File: src/rtl/fpdsp_seq_ctrl_if.sv
// Request/control bundle between the FP DSP sequencer and its surroundings.
// master = requester/datapath side, slave = fpdsp_seq_ctrl.
interface fpdsp_seq_ctrl_if;
  logic       run;
  logic [1:0] operation;
  logic       shift_det;
  logic       input_exc;
  logic       norm_done;
  logic       round_up;
  logic [3:0] alumode;
  logic [6:0] opmode;
  logic [4:0] inmode;
  logic       carry_in;
  logic [1:0] ram_sel;
  logic       ram_rd;
  logic       ram_we;
  logic       res_load;
  logic [4:0] iter_cnt;
  logic       busy;
  logic       ready;
  logic       err;

  modport master (
    output run, operation, shift_det, input_exc, norm_done, round_up,
    input  alumode, opmode, inmode, carry_in, ram_sel, ram_rd, ram_we,
           res_load, iter_cnt, busy, ready, err
  );

  modport slave (
    input  run, operation, shift_det, input_exc, norm_done, round_up,
    output alumode, opmode, inmode, carry_in, ram_sel, ram_rd, ram_we,
           res_load, iter_cnt, busy, ready, err
  );
endinterface

File: src/rtl/fpdsp_seq_ctrl.sv
// Micro-sequencer stepping one DSP48E1 slice through an FP operation.
// Define FPDSP_DIV_EN to include the iterative divide phase (DIVIT).
module fpdsp_seq_ctrl #(
  parameter int DIV_ITERS = 24,
  parameter int NORM_MAX  = 24
) (
  input logic               clk,
  input logic               rst,
  fpdsp_seq_ctrl_if.slave   sif
);

  localparam int NW = $clog2(NORM_MAX + 1);

  typedef enum logic [2:0] {
    IDLE, PRE, ALIGN, EXEC,
`ifdef FPDSP_DIV_EN
    DIVIT,
`endif
    NORM, ROUND, DONE
  } state_e;

  state_e        state_q, state_d;
  logic [1:0]    op_q, op_d;
  logic          byp_q, byp_d, tmo_q, tmo_d, uns_q, uns_d, rnd_q, rnd_d;
  logic [NW-1:0] nrm_q, nrm_d;
`ifdef FPDSP_DIV_EN
  logic [4:0]    cnt_q, cnt_d;
`endif

  logic [3:0] alumode_q, alumode_d;
  logic [6:0] opmode_q, opmode_d;
  logic [4:0] inmode_q, inmode_d;
  logic [1:0] ram_sel_q, ram_sel_d;
  logic [4:0] iter_q, iter_d;
  logic       cin_q, cin_d, rd_q, rd_d, we_q, we_d, rl_q, rl_d;
  logic       busy_q, busy_d, ready_q, ready_d, err_q, err_d;

  // Outputs are decoded from the current state and registered, so they
  // trail the state register by one cycle.
  always_comb begin
    state_d   = state_q;
    op_d      = op_q;
    byp_d     = byp_q;
    tmo_d     = tmo_q;
    uns_d     = uns_q;
    rnd_d     = rnd_q;
    nrm_d     = nrm_q;
`ifdef FPDSP_DIV_EN
    cnt_d     = cnt_q;
`endif
    alumode_d = '0;
    opmode_d  = '0;
    inmode_d  = '0;
    ram_sel_d = '0;
    iter_d    = '0;
    cin_d     = 1'b0;
    rd_d      = 1'b0;
    we_d      = 1'b0;
    rl_d      = 1'b0;
    ready_d   = 1'b0;
    err_d     = 1'b0;
    busy_d    = (state_q != IDLE);

    case (state_q)
      IDLE: begin
        if (sif.run) begin
          op_d    = sif.operation;
          state_d = PRE;
        end
      end
      PRE: begin
        rd_d      = 1'b1;
        ram_sel_d = 2'd0;
        if (sif.input_exc) begin
          byp_d   = 1'b1;
          state_d = DONE;
        end else begin
          case (op_q)
            2'b00, 2'b01: state_d = sif.shift_det ? ALIGN : EXEC;
            2'b10:        state_d = EXEC;
            default: begin
`ifdef FPDSP_DIV_EN
              cnt_d   = '0;
              state_d = DIVIT;
`else
              uns_d   = 1'b1;
              state_d = DONE;
`endif
            end
          endcase
        end
      end
      ALIGN: begin
        opmode_d  = 7'b0000101;
        ram_sel_d = 2'd1;
        we_d      = 1'b1;
        state_d   = EXEC;
      end
      EXEC: begin
        case (op_q)
          2'b00: opmode_d = 7'b0110011;
          2'b01: begin
            opmode_d  = 7'b0110011;
            alumode_d = 4'b0011;
          end
          default: begin
            opmode_d = 7'b0000101;
            inmode_d = 5'b10001;
          end
        endcase
        nrm_d   = '0;
        state_d = NORM;
      end
`ifdef FPDSP_DIV_EN
      DIVIT: begin
        opmode_d  = 7'b0110011;
        alumode_d = 4'b0011;
        ram_sel_d = 2'd2;
        we_d      = 1'b1;
        iter_d    = cnt_q;
        if (cnt_q == 5'(DIV_ITERS - 1)) begin
          cnt_d   = '0;
          nrm_d   = '0;
          state_d = NORM;
        end else begin
          cnt_d = cnt_q + 5'd1;
        end
      end
`endif
      NORM: begin
        opmode_d = 7'b0000101;
        // norm_done wins over a coincident timeout.
        if (sif.norm_done) begin
          rnd_d   = sif.round_up;
          state_d = ROUND;
        end else if (nrm_q == NW'(NORM_MAX - 1)) begin
          rnd_d   = sif.round_up;
          tmo_d   = 1'b1;
          state_d = ROUND;
        end else begin
          nrm_d = nrm_q + NW'(1);
        end
      end
      ROUND: begin
        opmode_d = 7'b0110000;
        cin_d    = rnd_q;
        state_d  = DONE;
      end
      DONE: begin
        ready_d   = 1'b1;
        ram_sel_d = 2'd3;
        we_d      = 1'b1;
        rl_d      = !(byp_q || uns_q);
        err_d     = tmo_q || uns_q;
        byp_d     = 1'b0;
        tmo_d     = 1'b0;
        uns_d     = 1'b0;
        rnd_d     = 1'b0;
        state_d   = IDLE;
      end
      default: state_d = IDLE;
    endcase
  end

  always_ff @(posedge clk) begin
    if (!rst) begin
      state_q   <= IDLE;
      op_q      <= '0;
      byp_q     <= 1'b0;
      tmo_q     <= 1'b0;
      uns_q     <= 1'b0;
      rnd_q     <= 1'b0;
      nrm_q     <= '0;
`ifdef FPDSP_DIV_EN
      cnt_q     <= '0;
`endif
      alumode_q <= '0;
      opmode_q  <= '0;
      inmode_q  <= '0;
      ram_sel_q <= '0;
      iter_q    <= '0;
      cin_q     <= 1'b0;
      rd_q      <= 1'b0;
      we_q      <= 1'b0;
      rl_q      <= 1'b0;
      busy_q    <= 1'b0;
      ready_q   <= 1'b0;
      err_q     <= 1'b0;
    end else begin
      state_q   <= state_d;
      op_q      <= op_d;
      byp_q     <= byp_d;
      tmo_q     <= tmo_d;
      uns_q     <= uns_d;
      rnd_q     <= rnd_d;
      nrm_q     <= nrm_d;
`ifdef FPDSP_DIV_EN
      cnt_q     <= cnt_d;
`endif
      alumode_q <= alumode_d;
      opmode_q  <= opmode_d;
      inmode_q  <= inmode_d;
      ram_sel_q <= ram_sel_d;
      iter_q    <= iter_d;
      cin_q     <= cin_d;
      rd_q      <= rd_d;
      we_q      <= we_d;
      rl_q      <= rl_d;
      busy_q    <= busy_d;
      ready_q   <= ready_d;
      err_q     <= err_d;
    end
  end

  assign sif.alumode  = alumode_q;
  assign sif.opmode   = opmode_q;
  assign sif.inmode   = inmode_q;
  assign sif.carry_in = cin_q;
  assign sif.ram_sel  = ram_sel_q;
  assign sif.ram_rd   = rd_q;
  assign sif.ram_we   = we_q;
  assign sif.res_load = rl_q;
  assign sif.iter_cnt = iter_q;
  assign sif.busy     = busy_q;
  assign sif.ready    = ready_q;
  assign sif.err      = err_q;

endmodule

File: src/flat_wrapper.sv
// flat-port wrapper written by rule: the top's interface ports become plain ports
module fpdsp_seq_ctrl_flat 
#(
  parameter int DIV_ITERS = 24,
  parameter int NORM_MAX  = 24
)
  (clk, rst, sif_run, sif_operation, sif_shift_det, sif_input_exc, sif_norm_done, sif_round_up, sif_alumode, sif_opmode, sif_inmode, sif_carry_in, sif_ram_sel, sif_ram_rd, sif_ram_we, sif_res_load, sif_iter_cnt, sif_busy, sif_ready, sif_err);
  fpdsp_seq_ctrl_if sif_i ();
  input logic clk;
  input logic rst;
  input wire logic [$bits(sif_i.run)-1:0] sif_run;
  input wire logic [$bits(sif_i.operation)-1:0] sif_operation;
  input wire logic [$bits(sif_i.shift_det)-1:0] sif_shift_det;
  input wire logic [$bits(sif_i.input_exc)-1:0] sif_input_exc;
  input wire logic [$bits(sif_i.norm_done)-1:0] sif_norm_done;
  input wire logic [$bits(sif_i.round_up)-1:0] sif_round_up;
  output wire logic [$bits(sif_i.alumode)-1:0] sif_alumode;
  output wire logic [$bits(sif_i.opmode)-1:0] sif_opmode;
  output wire logic [$bits(sif_i.inmode)-1:0] sif_inmode;
  output wire logic [$bits(sif_i.carry_in)-1:0] sif_carry_in;
  output wire logic [$bits(sif_i.ram_sel)-1:0] sif_ram_sel;
  output wire logic [$bits(sif_i.ram_rd)-1:0] sif_ram_rd;
  output wire logic [$bits(sif_i.ram_we)-1:0] sif_ram_we;
  output wire logic [$bits(sif_i.res_load)-1:0] sif_res_load;
  output wire logic [$bits(sif_i.iter_cnt)-1:0] sif_iter_cnt;
  output wire logic [$bits(sif_i.busy)-1:0] sif_busy;
  output wire logic [$bits(sif_i.ready)-1:0] sif_ready;
  output wire logic [$bits(sif_i.err)-1:0] sif_err;
  assign sif_i.run = sif_run;
  assign sif_i.operation = sif_operation;
  assign sif_i.shift_det = sif_shift_det;
  assign sif_i.input_exc = sif_input_exc;
  assign sif_i.norm_done = sif_norm_done;
  assign sif_i.round_up = sif_round_up;
  assign sif_alumode = sif_i.alumode;
  assign sif_opmode = sif_i.opmode;
  assign sif_inmode = sif_i.inmode;
  assign sif_carry_in = sif_i.carry_in;
  assign sif_ram_sel = sif_i.ram_sel;
  assign sif_ram_rd = sif_i.ram_rd;
  assign sif_ram_we = sif_i.ram_we;
  assign sif_res_load = sif_i.res_load;
  assign sif_iter_cnt = sif_i.iter_cnt;
  assign sif_busy = sif_i.busy;
  assign sif_ready = sif_i.ready;
  assign sif_err = sif_i.err;
  fpdsp_seq_ctrl #(.DIV_ITERS(DIV_ITERS), .NORM_MAX(NORM_MAX)) u_core (.clk(clk), .rst(rst), .sif(sif_i));
endmodule
File: config.mk
export PLATFORM = sky130hd
export DESIGN_NAME = fpdsp_seq_ctrl_flat
export DESIGN_NICKNAME = d
export VERILOG_FILES = /design/src/rtl/fpdsp_seq_ctrl_if.sv /design/src/rtl/fpdsp_seq_ctrl.sv /design/src/flat_wrapper.sv
export SDC_FILE = /design/constraint.sdc
export NUM_CORES = 1
export LEC_CHECK = 0
export BUFFER_PORTS_ARGS = -buffer_cell sky130_fd_sc_hd__buf_2
export CAP_MARGIN = 25
export CORE_MARGIN = 3
export CORE_UTILIZATION = 30
export CTS_CLUSTER_SIZE = 24
export DETAILED_ROUTE_END_ITERATION = 7
export GPL_TIMING_DRIVEN = 0
export PLACE_DENSITY_LB_ADDON = 0.25
export SYNTH_ARGS = -nofsm -noshare
export SYNTH_HDL_FRONTEND = slang
export SYNTH_SLANG_ARGS = --single-unit
File: constraint.sdc
create_clock -name clk -period 1.85 [get_ports clk]
set_input_delay 0.37 -clock clk [delete_from_list [all_inputs] [get_ports clk]]
set_output_delay 0.37 -clock clk [all_outputs]
set_load 0.1 [all_outputs]
# Word-level counts from Yosys, hierarchy flattened
# Cells that the tools add are included.
dict set report word_totals {
  output_inout_bits 30
  ff_bits 39
  word_cells 88
  inputBits 9
}
dict set report op_classes {
  reduce_logical 23
  muxes 29
  eq_ne 17
  n_addsub 1
}
# cell count
set ops {}
lappend ops {{case mux 7 bit (3 select lines)} 1}
lappend ops {{case mux 3 bit (6 select lines)} 1}
lappend ops {{2-to-1 mux 5 bit} 3}
lappend ops {{AND reduction 2 bit} 7}
lappend ops {{2-to-1 mux 3 bit} 4}
lappend ops {{inequality test 2 bit, second input constant} 6}
lappend ops {{2-to-1 mux 1 bit} 11}
lappend ops {{case mux 5 bit (2 select lines)} 1}
lappend ops {{equality test 3 bit, second input constant} 3}
lappend ops {{AND reduction 3 bit} 3}
lappend ops {{case mux 1 bit (2 select lines)} 4}
lappend ops {{equality test 3 x 2 -> 1 bit, second input constant} 2}
lappend ops {{2-to-1 mux 6 bit} 1}
lappend ops {{case mux 3 bit (2 select lines)} 1}
lappend ops {{nonzero test 2 bit} 3}
lappend ops {{OR reduction 2 bit} 3}
lappend ops {{adder 5 x 1 -> 5 bit, second input constant} 1}
lappend ops {{equality test 5 bit, second input constant} 1}
lappend ops {{case mux 2 bit (2 select lines)} 1}
lappend ops {{equality test 3 x 1 -> 1 bit, second input constant} 1}
lappend ops {{zero test 3 bit} 1}
lappend ops {{inequality test 3 x 2 -> 1 bit, second input constant} 1}
lappend ops {{nonzero test 3 bit} 1}
lappend ops {{OR reduction 3 bit} 1}
lappend ops {{other kinds (7)} 8}

# Logic depth before layout (Yosys ltp)
dict set report logic_depth {
  word_depth 5
  ltp_mapped 5
  mapped_depth_nobuf 5
}

# Least setup slack after synthesis
# OpenSTA, ideal clock, no wires.
dict set report synth_timing {
  path_type {register to output}
  from {reg, netlist name u_core.sif.alumode[0]}
  to {out sif_alumode[1]}
  path_stages_with_launch 2
  arrival_ns 1.356
  required_time_ns 1.480
  setup_slack_ns 0.124
  n_path_buf 1
  cell_sequence {dfxtp_1 -> buf_4}
}
# item line_no
set synth_rtl {}
lappend synth_rtl {{to (decl)} flat_wrapper.sv:17} ;# output wire logic [$bits(sif_i.alumode)-1:0] sif_alumode;

# Worst setup path in the final report
dict set report layout_timing {
  from {reg u_core.nrm_q[1]}
  to {reg u_core.state_q[0]}
}
dict set report layout_between {
  elab_chain_len 3
}
# item line_no
set layout_rtl {}
lappend layout_rtl {{from (decl)} fpdsp_seq_ctrl.sv:25} ;# logic [NW-1:0] nrm_q, nrm_d;
lappend layout_rtl {{from (signal assigned)} fpdsp_seq_ctrl.sv:196} ;# nrm_q <= nrm_d;
lappend layout_rtl {{equality test 5 bit} fpdsp_seq_ctrl.sv:136} ;# end else if (nrm_q == NW'(NORM_MAX - 1)) begin
lappend layout_rtl {{inequality test 3 x 2 -> 1 bit (no source line)} n/a}
lappend layout_rtl {{AND reduction 2 bit (no source line)} n/a}
lappend layout_rtl {{to (signal assigned)} fpdsp_seq_ctrl.sv:190} ;# state_q <= state_d;
lappend layout_rtl {{to (decl)} fpdsp_seq_ctrl.sv:22} ;# state_e state_q, state_d;
# Every way passes these cells.
# A chain may end at the register's enable or synchronous reset.

==> key figures <==
STA
  – Endpoints failing setup: 0
  – Unrepaired setup endpoints after global routing: false
  – Sum Neg Setup Slack: 0 ns
  – Final Hold Vio Count: 0
  – Minimum clock period: 1.67 ns
  – Period utilisation layout: 0.902
  – Maximum frequency from static timing analysis: 599 MHz
  – Clk_skew: 0.00713 ns
  – Final Slew Violations: 0

CTS
  – CTS tree: built
  – H-tree Lvls: 1
  – Inserted Clock Buffers: 3
  – Number of resized instances in the post-cts repair step: 0
  – Clock insertion delay at the later pin of the skew report: 0.27 ns
  – Number of buffers added to fix hold violations after cts: 0
  – Cell chosen for the clock root: sky130_fd_sc_hd__clkbuf_8
  – Clock edge transition at the registers on the reported setup and hold paths: 0.09 ns
  – Clock sinks: 27
  – Setup fix buffers added after clock tree synthesis: 0
  – Bufs on Longest Clock Path: 2

GRT
  – Met1 Track Usage GR: 0.117
  – Antenna violations before repair: 0
  – Number of global-route vias before repair: 962
  – Maximum number of pins on one net before global-route repair: 17
  – Tot GR Track Use: 0.0999
  – Routing usage on met3: 0.0203
  – Grt peak-use layer: met2
  – First-pass GRT wire length: 4060 µm
  – M2 GR Usage: 0.173
  – Leftover overflow at the end of global routing: 0

Floorplanning
  – Chip Width: 69.8 µm
  – Rows: 22
  – Height of the die: 69.8 µm
  – Initial core utilization: 0.321
  – Number of top-level design ports: 39
  – Total core area: 3800 µm²
  – Area of the die: 4870 µm²

Pwr
  – Overall power of the completed layout: 0.00149 W
  – VDD IR-drop max: 290 µV
  – PwrDens: 996 nW/µm²
  – Leakage power total: 0.688 nW

Placed design
  – Post-Place Cells: 225
  – Gpl congestion: 0.842
  – Sum of net half-perimeters after detailed placement: 1930 µm
  – Placed inst area: 1450 µm²
  – Number of port buffers: 25

Critical path
  – Critical path class: flip-flop to flip-flop
  – Required time worst endpoint: 2.07 ns
  – Maximum net fanout on the critical path: 6
  – Data arrival time of the critical path: 1.89 ns
  – Critical path capture point type: flip-flop
  – Launching element type of the critical path: flip-flop

Logic synthesis
  – Number of flip-flops and latches in the synthesized netlist: 27
  – Seq/Total Area, Yosys: 0.443
  – Area of the mapped netlist: 1220 µm²
  – Number of distinct library cells after synthesis: 37
  – Synthesis Warnings: 0
  – Largest area contributor in the netlist: sky130_fd_sc_hd__dfxtp_1
  – FFs w/ async S/R, synth: 0
  – Post-synthesis average cell area: 8.66 µm²
  – Predominant post-synthesis flop cell: sky130_fd_sc_hd__dfxtp_1
  – Area share of the largest cell type after synthesis: 0.443
  – Cell types occupying the most area after synthesis: sky130_fd_sc_hd__dfxtp_1 44%, sky130_fd_sc_hd__buf_4 10%, sky130_fd_sc_hd__nor2_1 4.3%
  – Top cells by count, synth: 27 x sky130_fd_sc_hd__dfxtp_1, 17 x sky130_fd_sc_hd__buf_4, 14 x sky130_fd_sc_hd__nor2_1, 12 x sky130_fd_sc_hd__nand2_1, 10 x sky130_fd_sc_hd__a21oi_1
  – Number of enable flip-flop cells after synthesis: 0
  – Cells after Synth: 141
  – Most frequent cell after synthesis: sky130_fd_sc_hd__dfxtp_1

Route
  – Remaining antenna violation count after routing: 0
  – Wirelength, routed: 2510 µm
  – Routed via count: 1051
  – Remaining design rule violation count: 0
  – Avg WL per Cell: 10.9 µm
  – Drt pass-1 iters: 4
  – Drt initial violations: 36
  – Number of vias per cell after detailed routing: 4.59

Final layout
  – Net total in the final layout: 192
  – Layout overhead on the synthesized area: 22.5%
  – Number of antenna diodes: 0
  – Filler-free cell count of the finished design: 229
  – Filler instances: 405
  – Share of final-layout standard cells stronger than drive strength 1: 0.298
  – Final cell utilization of the core: 0.394
  – Final standard cell area without fillers: 1500 µm²

Run
  – Number of max-cap violations: 0

Worst hold path
  – Class of the tightest hold or removal check: input pin to flip-flop

Outcome
  – Outcome: complete, no violations
[power breakdown]
part           leakage [nW]  internal (W)  switching, W
logic                 0.447      0.000120      0.000386
clock network        0.0217      0.000153      0.000182
registers             0.219      0.000620     0.0000289
[cell families (layout without fill, tap and decap cells)]
kind of cell               after synthesis  count (layout)  synth area share
muxes                                    1               1           0.00922
other                                    1              12           0.00307
AOI/OAI and AO/OA                       27              27             0.145
DFF                                     27              27             0.443
buffers and inverters                   26              55             0.140
adders and majority gates                1               1            0.0102
and+or+nand+nor                         58              58             0.249
[state kept, by name, summed over array words and instances, names as in the netlist]
name and flops:
u_core.sif.carry_in 1, u_core.state_q 3, u_core.sif.busy 1, u_core.nrm_q 5
u_core.sif.ram_sel 2, u_core.sif.err 1, u_core.op_q 2, u_core.uns_q 1
u_core.rnd_q 1, u_core.sif.inmode 1, u_core.sif.res_load 1, u_core.sif.opmode 4
u_core.sif.alumode 1, u_core.tmo_q 1, u_core.byp_q 1, u_core.sif.ram_rd 1
[stage by stage]
step	setup WS, ns	hold slack [ns]
4_1_cts	0.171	0.338
5_1_grt	0.0153	0.352
3_3_place_gp	0.230	0.443
3_5_place_dp	0.187	0.441
6_report	0.181	0.338
2_1_floorplan	0.124	0.415
[worst paths after layout]
check,startpoint,to,slack (ns),cells past startpoint
setup / recovery,u_core.nrm_q[1]$_SDFFE_PN0P_,u_core.state_q[0]$_SDFFE_PN0P_,0.18,5
setup reg to reg,u_core.nrm_q[1]$_SDFFE_PN0P_,u_core.state_q[0]$_SDFFE_PN0P_,0.18,5
hold reg to reg,u_core.rnd_q$_SDFFE_PN0P_,u_core.sif.carry_in$_SDFF_PN0_,0.44,2
hold / removal,sif_operation[1],u_core.op_q[1]$_SDFFE_PN0P_,0.34,3
[cells in the final DEF (no fill, tap or decap), types with 4 or more instances in the layout]
master / n
sky130_fd_sc_hd__nand2b_1: 4
sky130_fd_sc_hd__dfxtp_1: 27
sky130_fd_sc_hd__nor2_1: 14
sky130_fd_sc_hd__nor3_1: 6
sky130_fd_sc_hd__nand3_1: 7
sky130_fd_sc_hd__nand2_1: 12
sky130_fd_sc_hd__o21ai_1: 4
sky130_fd_sc_hd__buf_4: 17
sky130_fd_sc_hd__conb_1: 12
sky130_fd_sc_hd__a21oi_1: 10
sky130_fd_sc_hd__buf_2: 26
sky130_fd_sc_hd__nor2b_1: 4
[critical path, cell delays in order, from the launching register on]
cell and delay (ns):
sky130_fd_sc_hd__dfxtp_1 0.39, sky130_fd_sc_hd__ha_1 0.23, sky130_fd_sc_hd__and4b_1 0.34, sky130_fd_sc_hd__nor2_1 0.10, sky130_fd_sc_hd__a2111oi_0 0.42, sky130_fd_sc_hd__a31o_2 0.16
[metal layers]
| layer | vias to the layer above | part of all wire | routed length [µm] |
|---|---|---|---|
| li1 | 536 | - | - |
| met1 | 476 | 0.43 | 1070 |
| met3 | 4 | 0.072 | 180 |
| met2 | 35 | 0.49 | 1220 |
| met5 | - | 0 | 0 |
| met4 | 0 | 0.016 | 39 |
[layout make-up]
cell class | count | area (µm²) | area share
tap | 48 | 60.1 | 0.0401
multi-input combinational | 99 | 551 | 0.368
clock inverter | 1 | 7.51 | 0.00502
inverter | 3 | 11.3 | 0.00753
sequential | 27 | 541 | 0.361
clock buffer | 3 | 41.3 | 0.0276
buffer | 23 | 160 | 0.107
timing repair buffer | 25 | 125 | 0.0836
Power figures use the tool's default switching activity.
